`config.mk`:
```
export PLATFORM = sky130hd
export DESIGN_NAME = spi_slave_ctrl
export DESIGN_NICKNAME = d
export VERILOG_FILES = /design/src/rtl/spi_slave_ctrl.sv
export SDC_FILE = /design/constraint.sdc
export NUM_CORES = 1
export LEC_CHECK = 0
export CAP_MARGIN = 40
export CORE_MARGIN = 5
export CORE_UTILIZATION = 30
export DETAILED_ROUTE_END_ITERATION = 7
export PLACE_DENSITY = 0.67
export SYNTH_ARGS = -nofsm -noshare
export SYNTH_HDL_FRONTEND = slang
export SYNTH_SLANG_ARGS = --single-unit
export TNS_END_PERCENT = 5
```
`constraint.sdc`:
```
create_clock -name clk -period 1.5 [get_ports clk]
set_input_delay 0.15 -clock clk [delete_from_list [all_inputs] [get_ports clk]]
set_output_delay 0.15 -clock clk [all_outputs]
set_load 0.02 [all_outputs]
```
`src/rtl/spi_slave_ctrl.sv`:
```
// SPI slave command controller: decodes a cmd byte, then register writes or 1-cycle-latency readback; tx_valid holds until tx_ready.
// Optional SPI_AUTOINC_EN: address steps +1 (wrapping) after each write strobe / consumed read byte; otherwise fixed per frame.
module spi_slave_ctrl (
  input  logic       clk,
  input  logic       reset,
  input  logic       spi_en,
  input  logic       ss,
  input  logic       rx_valid,
  input  logic [7:0] rx_data,
  input  logic       tx_ready,
  output logic       tx_valid,
  output logic [7:0] tx_data,
  output logic       spi_write,
  output logic [5:0] spi_addr,
  output logic [7:0] spi_wdata,
  input  logic [7:0] spi_rdata,
  output logic       status_clr,
  output logic       err,
  output logic       busy
);

  typedef enum logic [2:0] {S_IDLE, S_CMD, S_WRITE, S_READ, S_DROP} state_t;

  state_t     r_state;
  state_t     w_next;
  logic       w_abort;
  logic       w_rd_take;
  logic [5:0] w_addr_next;
  logic [5:0] r_addr;
  logic       r_tx_valid;
  logic [7:0] r_tx_data;
  logic       r_spi_write;
  logic [7:0] r_wdata;
  logic       r_status_clr;
  logic       r_err;

  // Dropping enable mid-frame is treated exactly like the host deselecting.
  assign w_abort   = ~ss | ~spi_en;
  assign w_rd_take = (r_state == S_READ) & r_tx_valid & tx_ready;

`ifdef SPI_AUTOINC_EN
  assign w_addr_next = r_addr + 6'd1;
`else
  assign w_addr_next = r_addr;
`endif

  always_ff @(posedge clk or posedge reset) begin
    if (reset) begin
      r_state <= S_IDLE;
    end else begin
      r_state <= w_next;
    end
  end

  always_comb begin
    w_next = r_state;
    if (r_state == S_IDLE) begin
      if (ss && spi_en) w_next = S_CMD;
    end else if (w_abort) begin
      w_next = S_IDLE;
    end else if (r_state == S_CMD && rx_valid) begin
      case (rx_data[7:6])
        2'b00:   w_next = S_WRITE;
        2'b10:   w_next = S_READ;
        default: w_next = S_DROP;
      endcase
    end
  end

  always_comb begin
    busy       = (r_state != S_IDLE);
    tx_valid   = r_tx_valid;
    tx_data    = r_tx_data;
    spi_write  = r_spi_write;
    spi_addr   = r_addr;
    spi_wdata  = r_wdata;
    status_clr = r_status_clr;
    err        = r_err;
  end

  always_ff @(posedge clk or posedge reset) begin
    if (reset) begin
      r_addr       <= 6'd0;
      r_tx_valid   <= 1'b0;
      r_tx_data    <= 8'd0;
      r_spi_write  <= 1'b0;
      r_wdata      <= 8'd0;
      r_status_clr <= 1'b0;
      r_err        <= 1'b0;
    end else begin
      r_spi_write  <= 1'b0;
      r_status_clr <= 1'b0;
      if (r_state == S_IDLE || w_abort) begin
        r_addr     <= 6'd0;
        r_tx_valid <= 1'b0;
      end else begin
        case (r_state)
          S_CMD: begin
            if (rx_valid) begin
              r_addr <= rx_data[5:0];
              if (rx_data[6]) r_err <= 1'b1;
            end
          end
          S_WRITE: begin
            // Address steps only after the strobe has been presented at the old address.
            if (r_spi_write) r_addr <= w_addr_next;
            if (rx_valid) begin
              r_spi_write <= 1'b1;
              r_wdata     <= rx_data;
            end
          end
          S_READ: begin
            if (w_rd_take) begin
              r_tx_valid   <= 1'b0;
              r_addr       <= w_addr_next;
              r_status_clr <= (r_addr == 6'd1);
            end else if (!r_tx_valid) begin
              r_tx_data  <= spi_rdata;
              r_tx_valid <= 1'b1;
            end
          end
          default: begin
          end
        endcase
      end
    end
  end

endmodule

```
==> results of run 1 <==
[worst paths after layout]
| kind | depth (start not counted) | from | slack [ns] | end |
|---|---|---|---|---|
| max | 4 | r_state[2] | 0.05 | tx_data[1] |
| min | 3 | reset | 0.26 | tx_data[7] |
| max reg2reg | 4 | r_state[2] | 0.05 | tx_data[1] |
| min reg2reg | 1 | err | 0.47 | err |
| max in group asynchronous | 3 | reset | 0.97 | tx_data[5] |
| min in group clk | 3 | tx_ready | 0.47 | status_clr |
[synth_stat cells, types with 2 or more instances]
library cell / count
sky130_fd_sc_hd__a21oi_1: 3
sky130_fd_sc_hd__a22o_1: 6
sky130_fd_sc_hd__buf_2: 2
sky130_fd_sc_hd__buf_4: 2
sky130_fd_sc_hd__dfrtp_1: 29
sky130_fd_sc_hd__inv_1: 3
sky130_fd_sc_hd__mux2_2: 16
sky130_fd_sc_hd__nor2_1: 4
sky130_fd_sc_hd__nor3_1: 2
sky130_fd_sc_hd__nor4_1: 2
[sequential cells by signal, summed over array words and instances, names as in the netlist]
register	cells
spi_wdata	8
tx_data	8
spi_addr	6
r_state	3
err	1
spi_write	1
status_clr	1
tx_valid	1
[routing by layer]
metal | global-route usage (%) | wire [um] | share of wire (%)
met1 | 15.3 | 1280 | 46
met4 | 4.30 | 38 | 1.4
met3 | 5.37 | 246 | 8.7
met2 | 16.7 | 1250 | 44
met5 | 0 | 0 | 0
[logic make-up (layout without fill, tap and decap cells)]
logic type             Yosys count  count (layout)  share of synthesized area (%)
AOI/OAI and AO/OA               14              14                           8.89
and+or+nand+nor                 19              19                           12.3
DFF                             29              29                           60.7
buffers and inverters            7              73                           3.03
muxes                           16              16                           15.1
[through the flow]
stage / instance area, sq um / instances / worst slack, ns / total power, uW
after global routing: 1960 / 201 / -0.0194 / 1980
after detailed placement: 1800 / 191 / -0.206 / 1080
after floorplan: 1200 / 85 / 0.0194 / 934
after CTS: 1920 / 199 / 0.00184 / 1920
after global placement: 1800 / 191 / -0.188 / 1080
final: 1960 / 201 / 0.0475 / 1900
[report_power, final]
part	internal [uW]	switching (uW)
clock	541	290
sequential	811	16.6
combinational	132	105
[what timing repair did]
action | CTS | global route
gates resized for setup | 2 | 10
buffers inserted | 0 | 1
gates cloned | 0 | 1
endpoints found under the setup margin | 2 | 17
pin swaps | 0 | 1
[layout make-up]
| class | count | area, sq um | area share, % |
|---|---|---|---|
| Tap cell | 50 | 62.6 | 3.20 |
| Sequential cell | 29 | 726 | 37.1 |
| Multi-Input combinational cell | 49 | 449 | 23.0 |
| Inverter | 3 | 11.3 | 0.576 |
| Timing Repair Buffer | 62 | 591 | 30.2 |
| Clock buffer | 7 | 86.3 | 4.41 |
| Clock inverter | 1 | 30.0 | 1.54 |
[layout by cell type, fill, tap and decap left out, drive strengths merged, types with 2 or more instances in the layout]
cell type / Yosys / final
buf: 4 / 14
nor3: 2 / 2
clkdlybuf4s50: 0 / 46
mux2: 16 / 16
clkbuf: 0 / 8
a21oi: 3 / 3
nor2: 4 / 4
dfrtp: 29 / 29
nand4b: 2 / 2
a22o: 6 / 6
nor4: 3 / 3
nand2: 2 / 2
inv: 3 / 3
nor3b: 2 / 2
[worst min-delay path, delay by kind of cell]
kind / cells / cell delay, ns
buffers and inverters: 3 / 0.80
==> metrics.txt, run 1 <==
# TYPE chip_impl_metric gauge
chip_impl_info{name="netlist_top_cells_area",value="sky130_fd_sc_hd__dfrtp_1, sky130_fd_sc_hd__mux2_2, sky130_fd_sc_hd__a22o_1"} 1
chip_impl_metric{name="finalHoldViolations",unit=""} 0
chip_impl_metric{name="syn-cell-area",unit="sq mm"} 0.00120
chip_impl_metric{name="ys_seq_elements",unit=""} 29
chip_impl_metric{name="final.fill_count",unit=""} 328
chip_impl_metric{name="tightest_slew",unit="ns"} 0.476
chip_impl_metric{name="numClockSinks",unit=""} 29
chip_impl_metric{name="synth_area_per_cell",unit="sq um"} 14.1
chip_impl_metric{name="yosys.area.top_type_share",unit="%"} 60.7
chip_impl_metric{name="cp.required",unit="ns"} 1.66
chip_impl_metric{name="io_port_bufs",unit=""} 48
chip_impl_metric{name="num-nets-final",unit=""} 172
chip_impl_metric{name="fin_util",unit="%"} 49.6
chip_impl_info{name="timing.setup.critical_path_class",value="reg -> reg"} 1
chip_impl_metric{name="avgRoutedWirePerCell",unit="um"} 14.0
chip_impl_info{name="path_cells",value="buf_6 -> nor4_4 -> buf_6 -> mux2_2"} 1
chip_impl_metric{name="fp.dieArea",unit="sq mm"} 0.00535
chip_impl_metric{name="io_pins",unit=""} 49
chip_impl_metric{name="power.static_leakage",unit="uW"} 0.000885
chip_impl_metric{name="critical_path.max_stage_delay",unit="ns"} 0.41
chip_impl_info{name="cts_tree",value="done"} 1
chip_impl_info{name="cp_capture_type",value="register"} 1
chip_impl_info{name="critPathTopFamily",value="flip-flops"} 1
chip_impl_info{name="synth.largest_area_cell",value="sky130_fd_sc_hd__dfrtp_1"} 1
chip_impl_metric{name="drtAntennaViolNets",unit=""} 0
chip_impl_metric{name="skew_pair_late_insertion_delay",unit="ns"} 0.28
chip_impl_metric{name="cts_max_path_buffers",unit=""} 2
chip_impl_metric{name="drt-initial-drc-count",unit=""} 10
chip_impl_metric{name="synth.distinct_cells",unit=""} 26
chip_impl_metric{name="synth.net_count",unit=""} 107
chip_impl_metric{name="grt_overflow_total",unit=""} 0
chip_impl_metric{name="critical_path.n_buffers_inverters",unit=""} 2
chip_impl_metric{name="finalCritPeriodShare",unit="%"} 96.8
chip_impl_metric{name="cellPowerDensity",unit="mW/mm^2"} 969
chip_impl_metric{name="timing.final.crit_period",unit="ns"} 1.45
chip_impl_metric{name="finalWirelength",unit="mm"} 2.81
chip_impl_metric{name="grt_antenna_before_repair",unit=""} 0
chip_impl_metric{name="max_slew_margin",unit="%"} 68.3
chip_impl_metric{name="die_height",unit="um"} 73.1
chip_impl_metric{name="post-dp-hpwl",unit="mm"} 2.05
chip_impl_info{name="critical_path.slowest_cell",value="sky130_fd_sc_hd__dfrtp_1"} 1
chip_impl_info{name="cp_common_cell",value="sky130_fd_sc_hd__buf_6"} 1
chip_impl_metric{name="finalWeightedCongestion",unit=""} 0.730
chip_impl_metric{name="post_cts_hold_buffer_count",unit=""} 0
chip_impl_metric{name="post_route_drc_violation_count",unit=""} 0
chip_impl_info{name="startpoint_type",value="register"} 1
chip_impl_metric{name="max_rail_drop_vdd",unit="V"} 0.000688
chip_impl_metric{name="grt_util_all_layers",unit="%"} 11.6
chip_impl_metric{name="coreArea",unit="sq mm"} 0.00394
chip_impl_metric{name="maxCapViolations",unit=""} 0
chip_impl_metric{name="route.detailed.vias_per_inst",unit=""} 4.76
chip_impl_info{name="clk_tree_root_cell",value="sky130_fd_sc_hd__clkbuf_8"} 1
chip_impl_info{name="hp-class",value="in -> async"} 1
chip_impl_metric{name="area_growth_syn_to_layout",unit="%"} 63.5
chip_impl_metric{name="yosysWarnings",unit=""} 0
chip_impl_metric{name="setup_violations",unit=""} 0
chip_impl_metric{name="synth_enable_flop_cells",unit=""} 0
chip_impl_metric{name="first_pass_grt_wire_length",unit="mm"} 4.65
chip_impl_metric{name="core.rowCount",unit=""} 23
chip_impl_metric{name="synth_seq_area_share",unit="%"} 60.7
chip_impl_metric{name="critical_path_arrival",unit="ns"} 1.62
chip_impl_metric{name="maximum_number_of_pins_on_one_net_before_global_route_repair",unit=""} 30
chip_impl_metric{name="ys_async_rst_share",unit="%"} 100
chip_impl_metric{name="via_count_of_the_first_global_routing_pass",unit=""} 1008
chip_impl_metric{name="timing.fmax",unit="GHz"} 0.688
chip_impl_metric{name="antenna-diode-count",unit=""} 0
chip_impl_metric{name="tritoncts.num_buffers",unit=""} 5
chip_impl_info{name="synth_top_flop_cell",value="sky130_fd_sc_hd__dfrtp_1"} 1
chip_impl_metric{name="slew_violations",unit=""} 0
chip_impl_metric{name="detailed_routing_iterations_pass_1",unit=""} 2
chip_impl_metric{name="h-tree-depth",unit=""} 2
chip_impl_metric{name="final.setup.tns",unit="ns"} 0
chip_impl_metric{name="drive_above_1_share",unit="%"} 28.5
chip_impl_metric{name="critical_path_peak_fanout",unit=""} 8
chip_impl_metric{name="synthCells",unit=""} 85
chip_impl_metric{name="worst_clock_skew",unit="ns"} 0.00452
chip_impl_metric{name="hold_slack",unit="ns"} 0.256
chip_impl_info{name="result_of_the_run",value="completed"} 1
chip_impl_metric{name="path_clk_slew",unit="ns"} 0.06
chip_impl_metric{name="start_util",unit="%"} 30.3
chip_impl_metric{name="detailed_route_via_count",unit=""} 956
chip_impl_info{name="grt_setup_unrepaired",value="yes"} 1
chip_impl_metric{name="die_width",unit="um"} 73.1
(Power assumes the default switching activity.)
==> run 2: changes to the inputs <==
--- a/config.mk
+++ b/config.mk
@@ -7,9 +7,9 @@
 export LEC_CHECK = 0
 export CAP_MARGIN = 40
 export CORE_MARGIN = 5
-export CORE_UTILIZATION = 30
+export CORE_UTILIZATION = 38
 export DETAILED_ROUTE_END_ITERATION = 7
-export PLACE_DENSITY = 0.67
+export PLACE_DENSITY = 0.8
 export SYNTH_ARGS = -nofsm -noshare
 export SYNTH_HDL_FRONTEND = slang
 export SYNTH_SLANG_ARGS = --single-unit
==> constraint.sdc (replaced) <==
create_clock -name clk -period 1.5 [get_ports clk]
set_input_delay 0.45 -clock clk [delete_from_list [all_inputs] [get_ports clk]]
set_output_delay 0.45 -clock clk [all_outputs]
set_load 0.02 [all_outputs]
==> run 2 against run 1 <==
The flow now finishes with violations (setup timing); routed wire length rose by 2.5%; die area fell by 18%; largest cell class unchanged; worst setup slack got worse by 0.24 ns.
==> metrics.txt, run 2 (synthesized netlist as in run 1, its figures left out) <==
# TYPE chip_impl_metric gauge
chip_impl_info{name="result_of_the_run",value="complete, but fails checks"} 1
chip_impl_info{name="failed_checks",value="setup timing"} 1
chip_impl_metric{name="path_clk_slew",unit="ns"} 0.09
chip_impl_info{name="grt_setup_unrepaired",value="yes"} 1
chip_impl_metric{name="drtAntennaViolNets",unit=""} 0
chip_impl_info{name="commonest_non_fill_non_tap_cell_in_the_layout",value="sky130_fd_sc_hd__dfrtp_1"} 1
chip_impl_metric{name="die_height",unit="um"} 66.1
chip_impl_metric{name="total_switching_power",unit="uW"} 368
chip_impl_metric{name="numClockSinks",unit=""} 29
chip_impl_metric{name="fp.dieArea",unit="sq mm"} 0.00437
chip_impl_info{name="leading_cell_types_in_the_layout_fill_and_taps_excluded",value="sky130_fd_sc_hd__dfrtp_1, sky130_fd_sc_hd__clkdlybuf4s50_1, sky130_fd_sc_hd__clkdlybuf4s15_1"} 1
chip_impl_metric{name="worst_clock_skew",unit="ns"} 0.00398
chip_impl_metric{name="preCtsSetupSlack",unit="ns"} -0.506
chip_impl_info{name="critical_path.startpoint",value="r_state[2]"} 1
chip_impl_metric{name="grt_antenna_before_repair",unit=""} 0
chip_impl_metric{name="area_growth_syn_to_layout",unit="%"} 57.0
chip_impl_metric{name="layout_setup_ws",unit="ns"} -0.192
chip_impl_metric{name="tightest_slew",unit="ns"} 0.480
chip_impl_metric{name="grt_util_all_layers",unit="%"} 14.2
chip_impl_info{name="startpoint_type",value="register"} 1
chip_impl_metric{name="total_power",unit="uW"} 1640
chip_impl_metric{name="cp.required",unit="ns"} 1.05
chip_impl_metric{name="route.detailed.vias_per_inst",unit=""} 5.06
chip_impl_metric{name="dp_cells",unit=""} 184
chip_impl_metric{name="finalCritPeriodShare",unit="%"} 113
chip_impl_metric{name="post-dp-hpwl",unit="mm"} 2.20
chip_impl_metric{name="grt_overflow_total",unit=""} 0
chip_impl_metric{name="via_count_of_the_first_global_routing_pass",unit=""} 1009
chip_impl_metric{name="detailed_routing_iterations_pass_1",unit=""} 4
chip_impl_metric{name="timing.final.crit_period",unit="ns"} 1.69
chip_impl_metric{name="timing.fmax",unit="GHz"} 0.591
chip_impl_metric{name="maximum_number_of_pins_on_one_net_before_global_route_repair",unit=""} 30
chip_impl_metric{name="drive_above_1_share",unit="%"} 32.7
chip_impl_info{name="timing.rr.start",value="r_state[2]"} 1
chip_impl_metric{name="net_switching_fraction_of_the_power",unit="%"} 22.4
chip_impl_info{name="timing.setup.critical_path_class",value="reg -> out"} 1
chip_impl_metric{name="core.rowCount",unit=""} 20
chip_impl_metric{name="start_util",unit="%"} 39.5
chip_impl_info{name="cp_capture_type",value="output pin"} 1
chip_impl_metric{name="seqPwrFrac",unit="%"} 50.3
chip_impl_metric{name="cts_post_setup_buffers_inserted",unit=""} 0
chip_impl_metric{name="internal_power",unit="uW"} 1270
chip_impl_metric{name="die_width",unit="um"} 66.1
chip_impl_metric{name="skew_pair_late_insertion_delay",unit="ns"} 0.31
chip_impl_info{name="min-delay-start",value="err"} 1
chip_impl_metric{name="finalHoldViolations",unit=""} 0
chip_impl_metric{name="power.static_leakage",unit="uW"} 0.000904
chip_impl_metric{name="finalWirelength",unit="mm"} 2.88
chip_impl_metric{name="max_rail_drop_vdd",unit="V"} 0.000605
chip_impl_metric{name="final.fill_count",unit=""} 234
chip_impl_metric{name="drt-initial-drc-count",unit=""} 33
chip_impl_metric{name="share_clk_of_total_power",unit="%"} 35.5
chip_impl_metric{name="num-nets-final",unit=""} 169
chip_impl_metric{name="hold_path_depth",unit=""} 1
chip_impl_metric{name="avgRoutedWirePerCell",unit="um"} 15.1
chip_impl_metric{name="post_route_drc_violation_count",unit=""} 0
chip_impl_metric{name="antenna-diode-count",unit=""} 0
chip_impl_metric{name="maxCapViolations",unit=""} 0
chip_impl_metric{name="coreArea",unit="sq mm"} 0.00303
chip_impl_info{name="clk_tree_root_cell",value="sky130_fd_sc_hd__clkbuf_4"} 1
chip_impl_info{name="cts_tree",value="done"} 1
chip_impl_metric{name="critical_path_peak_fanout",unit=""} 2
chip_impl_metric{name="io_pins",unit=""} 49
chip_impl_metric{name="portion_of_total_power_attributed_to_combinational_logic",unit="%"} 14.2
chip_impl_metric{name="setup_violations",unit=""} 9
chip_impl_metric{name="layout.cells.non_filler",unit=""} 191
chip_impl_metric{name="io_port_bufs",unit=""} 48
chip_impl_metric{name="finalWeightedCongestion",unit=""} 0.817
chip_impl_metric{name="cellPowerDensity",unit="mW/mm^2"} 874
chip_impl_metric{name="first_pass_grt_wire_length",unit="mm"} 4.69
chip_impl_metric{name="final.setup.tns",unit="ns"} -0.612
chip_impl_metric{name="h-tree-depth",unit=""} 2
chip_impl_metric{name="detailed_route_via_count",unit=""} 966
chip_impl_metric{name="tritoncts.num_buffers",unit=""} 5
chip_impl_metric{name="max_slew_margin",unit="%"} 68.0
chip_impl_metric{name="worst-r2r-cell-count",unit=""} 5
chip_impl_metric{name="slew_violations",unit=""} 0
chip_impl_metric{name="cts_max_path_buffers",unit=""} 2
chip_impl_info{name="hp-class",value="reg -> reg"} 1
chip_impl_metric{name="critical_path_arrival",unit="ns"} 1.24
==> run 2: stage by stage <==
step | utilization, % | area (sq um) | hold slack [ns]
after global routing | 62.0 | 1880 | 0.481
final | 62.0 | 1880 | 0.470
after CTS | 61.2 | 1850 | 0.475
after detailed placement | 59.5 | 1800 | 0.463
after floorplan | - | 1200 | 0.528
after global placement | 59.5 | 1800 | 0.441
==> run 2: routing by layer <==
metal / vias up / GRT usage [%] / wire length (um)
met5: - / 0 / 0
met4: 0 / 7.11 / 62
met3: 10 / 4.76 / 172
met2: 45 / 23.5 / 1470
met1: 475 / 16.3 / 1170
li1: 436 / - / -
==> run 2: timing repair <==
action	4_1_cts	5_1_grt
hold buffers	0	0
endpoints found under the hold margin	0	0
pin swaps	1	1
endpoints found under the setup margin	49	38
resized for setup	42	33
==> run 2: area by class of cell <==
class | instances | area [sq um] | share of cell area [%]
clock buffer | 5 | 37.5 | 2.00
sequential | 29 | 726 | 38.6
multi-input combinational | 49 | 469 | 25.0
inverter | 3 | 11.3 | 0.600
timing repair buffer | 59 | 544 | 29.0
tap | 44 | 55.1 | 2.93
clock inverter | 2 | 35.0 | 1.87
==> run 2: path summary, 6_finish.rpt <==
kind | slack [ns] | to
max | -0.19 | busy
min | 0.47 | err
max reg2reg | -0.07 | spi_wdata[6]
min reg2reg | 0.47 | err
max in group asynchronous | 0.86 | spi_wdata[2]
min in group asynchronous | 0.48 | status_clr
==> run 2: critical path, stage by stage (launching register included) <==
cell                      delay (ns)
sky130_fd_sc_hd__dfrtp_1        0.41
sky130_fd_sc_hd__or3_4          0.39
sky130_fd_sc_hd__buf_6          0.14
==> run 2: power groups by stage <==
stage	clock, uW	sequential (uW)	combinational [uW]
2_1_floorplan	0	873	61.0
3_5_place_dp	0	842	244
4_1_cts	603	826	223
6_report	582	826	233
3_3_place_gp	0	839	239
5_1_grt	637	831	249
==> run 3: changes to the inputs <==
--- a/config.mk
+++ b/config.mk
@@ -5,11 +5,12 @@
 export SDC_FILE = /design/constraint.sdc
 export NUM_CORES = 1
 export LEC_CHECK = 0
+export ABC_CLOCK_PERIOD_IN_PS = 1500
 export CAP_MARGIN = 40
 export CORE_MARGIN = 5
-export CORE_UTILIZATION = 38
+export CORE_UTILIZATION = 30
 export DETAILED_ROUTE_END_ITERATION = 7
-export PLACE_DENSITY = 0.8
+export PLACE_DENSITY = 0.67
 export SYNTH_ARGS = -nofsm -noshare
 export SYNTH_HDL_FRONTEND = slang
 export SYNTH_SLANG_ARGS = --single-unit
==> run 3 against run 2 <==
The run still ends with setup timing left; global-route usage shrank 2.2 points; core utilization shrank 10 points; critical path depth is the same; non-clock buffer count grew 6; clock power grew 65%; critical endpoint unchanged; largest power group is now the clock network.
==> metrics.txt, run 3 (synthesized netlist as in run 1, its figures left out) <==
# TYPE chip_impl_metric gauge
chip_impl_metric{name="avgRoutedWirePerCell",unit="um"} 14.9
chip_impl_metric{name="grt_overflow_total",unit=""} 0
chip_impl_metric{name="grt_util_all_layers",unit="%"} 12.0
chip_impl_metric{name="layout_setup_ws",unit="ns"} -0.127
chip_impl_info{name="cp_capture_type",value="output pin"} 1
chip_impl_metric{name="multi_input_gate_area",unit="sq um"} 498
chip_impl_info{name="clk_tree_root_cell",value="sky130_fd_sc_hd__clkbuf_8"} 1
chip_impl_metric{name="grt_antenna_before_repair",unit=""} 0
chip_impl_info{name="result_of_the_run",value="complete, but fails checks"} 1
chip_impl_metric{name="detailed_route_via_count",unit=""} 959
chip_impl_info{name="cts_tree",value="done"} 1
chip_impl_metric{name="path_clk_slew",unit="ns"} 0.06
chip_impl_metric{name="finalCritPeriodShare",unit="%"} 108
chip_impl_metric{name="core.rowCount",unit=""} 23
chip_impl_metric{name="fp.dieArea",unit="sq mm"} 0.00535
chip_impl_metric{name="detailed_routing_iterations_pass_1",unit=""} 4
chip_impl_metric{name="area_growth_syn_to_layout",unit="%"} 70.9
chip_impl_metric{name="first_pass_grt_wire_length",unit="mm"} 4.88
chip_impl_metric{name="coreArea",unit="sq mm"} 0.00394
chip_impl_metric{name="io_pins",unit=""} 49
chip_impl_metric{name="layout.cells.non_filler",unit=""} 204
chip_impl_metric{name="power.static_leakage",unit="uW"} 0.00104
chip_impl_info{name="leading_cell_types_in_the_layout_fill_and_taps_excluded",value="sky130_fd_sc_hd__dfrtp_1, sky130_fd_sc_hd__dlygate4sd2_1, sky130_fd_sc_hd__clkdlybuf4s50_1"} 1
chip_impl_metric{name="drtAntennaViolNets",unit=""} 0
chip_impl_metric{name="tritoncts.num_buffers",unit=""} 5
chip_impl_metric{name="h-tree-depth",unit=""} 2
chip_impl_info{name="grt_setup_unrepaired",value="yes"} 1
chip_impl_info{name="failed_checks",value="setup timing"} 1
chip_impl_metric{name="route.detailed.vias_per_inst",unit=""} 4.70
chip_impl_metric{name="num-nets-final",unit=""} 175
chip_impl_metric{name="finalHoldViolations",unit=""} 0
chip_impl_metric{name="dp_cells",unit=""} 192
chip_impl_info{name="startpoint_type",value="register"} 1
chip_impl_metric{name="antenna-diode-count",unit=""} 0
chip_impl_info{name="commonest_non_fill_non_tap_cell_in_the_layout",value="sky130_fd_sc_hd__dfrtp_1"} 1
chip_impl_metric{name="finalWirelength",unit="mm"} 3.04
chip_impl_metric{name="die_width",unit="um"} 73.1
chip_impl_metric{name="start_util",unit="%"} 30.3
chip_impl_info{name="timing.setup.critical_path_class",value="reg -> out"} 1
chip_impl_info{name="hp-class",value="reg -> reg"} 1
chip_impl_metric{name="drt-initial-drc-count",unit=""} 26
chip_impl_metric{name="via_count_of_the_first_global_routing_pass",unit=""} 1096
chip_impl_metric{name="max_rail_drop_vdd",unit="V"} 0.000598
chip_impl_metric{name="numClockSinks",unit=""} 29
chip_impl_metric{name="register_cell_area_after_layout",unit="sq um"} 726
chip_impl_metric{name="timing.final.crit_period",unit="ns"} 1.63
chip_impl_metric{name="critical_path_peak_fanout",unit=""} 2
chip_impl_metric{name="total_power",unit="uW"} 2030
chip_impl_metric{name="cp.required",unit="ns"} 1.05
chip_impl_metric{name="critical_path_arrival",unit="ns"} 1.18
chip_impl_metric{name="cellPowerDensity",unit="mW/mm^2"} 991
chip_impl_metric{name="max_slew_margin",unit="%"} 81.8
chip_impl_metric{name="final.setup.tns",unit="ns"} -0.549
chip_impl_metric{name="post_route_drc_violation_count",unit=""} 0
chip_impl_metric{name="timing.fmax",unit="GHz"} 0.615
chip_impl_metric{name="hold_slack",unit="ns"} 0.461
chip_impl_metric{name="skew_pair_late_insertion_delay",unit="ns"} 0.28
chip_impl_metric{name="tightest_slew",unit="ns"} 0.271
chip_impl_metric{name="slew_violations",unit=""} 0
chip_impl_metric{name="setup_violations",unit=""} 17
chip_impl_metric{name="finalWeightedCongestion",unit=""} 0.748
chip_impl_metric{name="maximum_number_of_pins_on_one_net_before_global_route_repair",unit=""} 30
chip_impl_metric{name="final.fill_count",unit=""} 331
chip_impl_metric{name="worst_clock_skew",unit="ns"} 0.00230
chip_impl_metric{name="post_cts_hold_buffer_count",unit=""} 0
chip_impl_metric{name="drive_above_1_share",unit="%"} 32.5
chip_impl_metric{name="cts_max_path_buffers",unit=""} 2
chip_impl_metric{name="io_port_bufs",unit=""} 48
chip_impl_metric{name="maxCapViolations",unit=""} 0
chip_impl_metric{name="die_height",unit="um"} 73.1
chip_impl_metric{name="post-dp-hpwl",unit="mm"} 2.20
[run 3: changes by cell type in the layout (fill, tap and decap cells not counted), sizes merged]
cell / before / now
buf: 12 / 18
bufinv: 1 / 2
clkbuf: 12 / 5
clkdlybuf4s15: 15 / 3
dlygate4sd2: 7 / 26
[run 3: path summary, 6_finish.rpt]
check,from,to,slack (ns),cells after the start
max reg2reg,r_state[2],tx_data[1],-0.05,5
min in group asynchronous,reset,tx_valid,0.51,3
min,err,err,0.46,1
min reg2reg,err,err,0.46,1
max,r_state[0],busy,-0.13,2
max in group asynchronous,reset,spi_wdata[6],0.84,3
[run 3: layout make-up]
cell class | instances | area share [%]
Multi-Input combinational cell | 49 | 24.4
Clock buffer | 5 | 3.37
Tap cell | 50 | 3.06
Timing Repair Buffer | 65 | 30.0
Clock inverter | 3 | 3.18
Sequential cell | 29 | 35.5
Inverter | 3 | 0.551
[run 3: where the power goes]
group	internal [uW]	total, uW	switching (uW)
sequential	811	826	15.1
combinational	127	239	112
clock	659	961	301
[run 3: critical path, stage by stage (launching register included)]
cell	delay, ns
sky130_fd_sc_hd__dfrtp_1	0.37
sky130_fd_sc_hd__or3_4	0.39
sky130_fd_sc_hd__buf_6	0.14
[run 3: metal layers]
layer  track usage [%]  routed length (um)  vias up  share of wire, %
li1                  -                   -      445                 -
met1              13.1                1240      465                41
met2              19.5                1420       43                47
met3              6.20                 324        6                11
met4              5.12                  56        0               1.8
met5                 0                   0        -                 0
[run 3: through the flow]
step	setup WS (ns)	utilization, %	area (sq um)
2_1_floorplan	0.0194	-	1200
3_3_place_gp	-0.487	46.3	1820
3_5_place_dp	-0.536	46.3	1820
4_1_cts	-0.164	50.8	2000
5_1_grt	-0.164	51.9	2040
6_report	-0.127	51.9	2040
[run 3: timing repair]
action                     4_1_cts  5_1_grt
setup endpoints to repair       49       26
resized for setup               46       13
setup buffers                    3        0
gates cloned                     1        0
pin swaps                        1        0
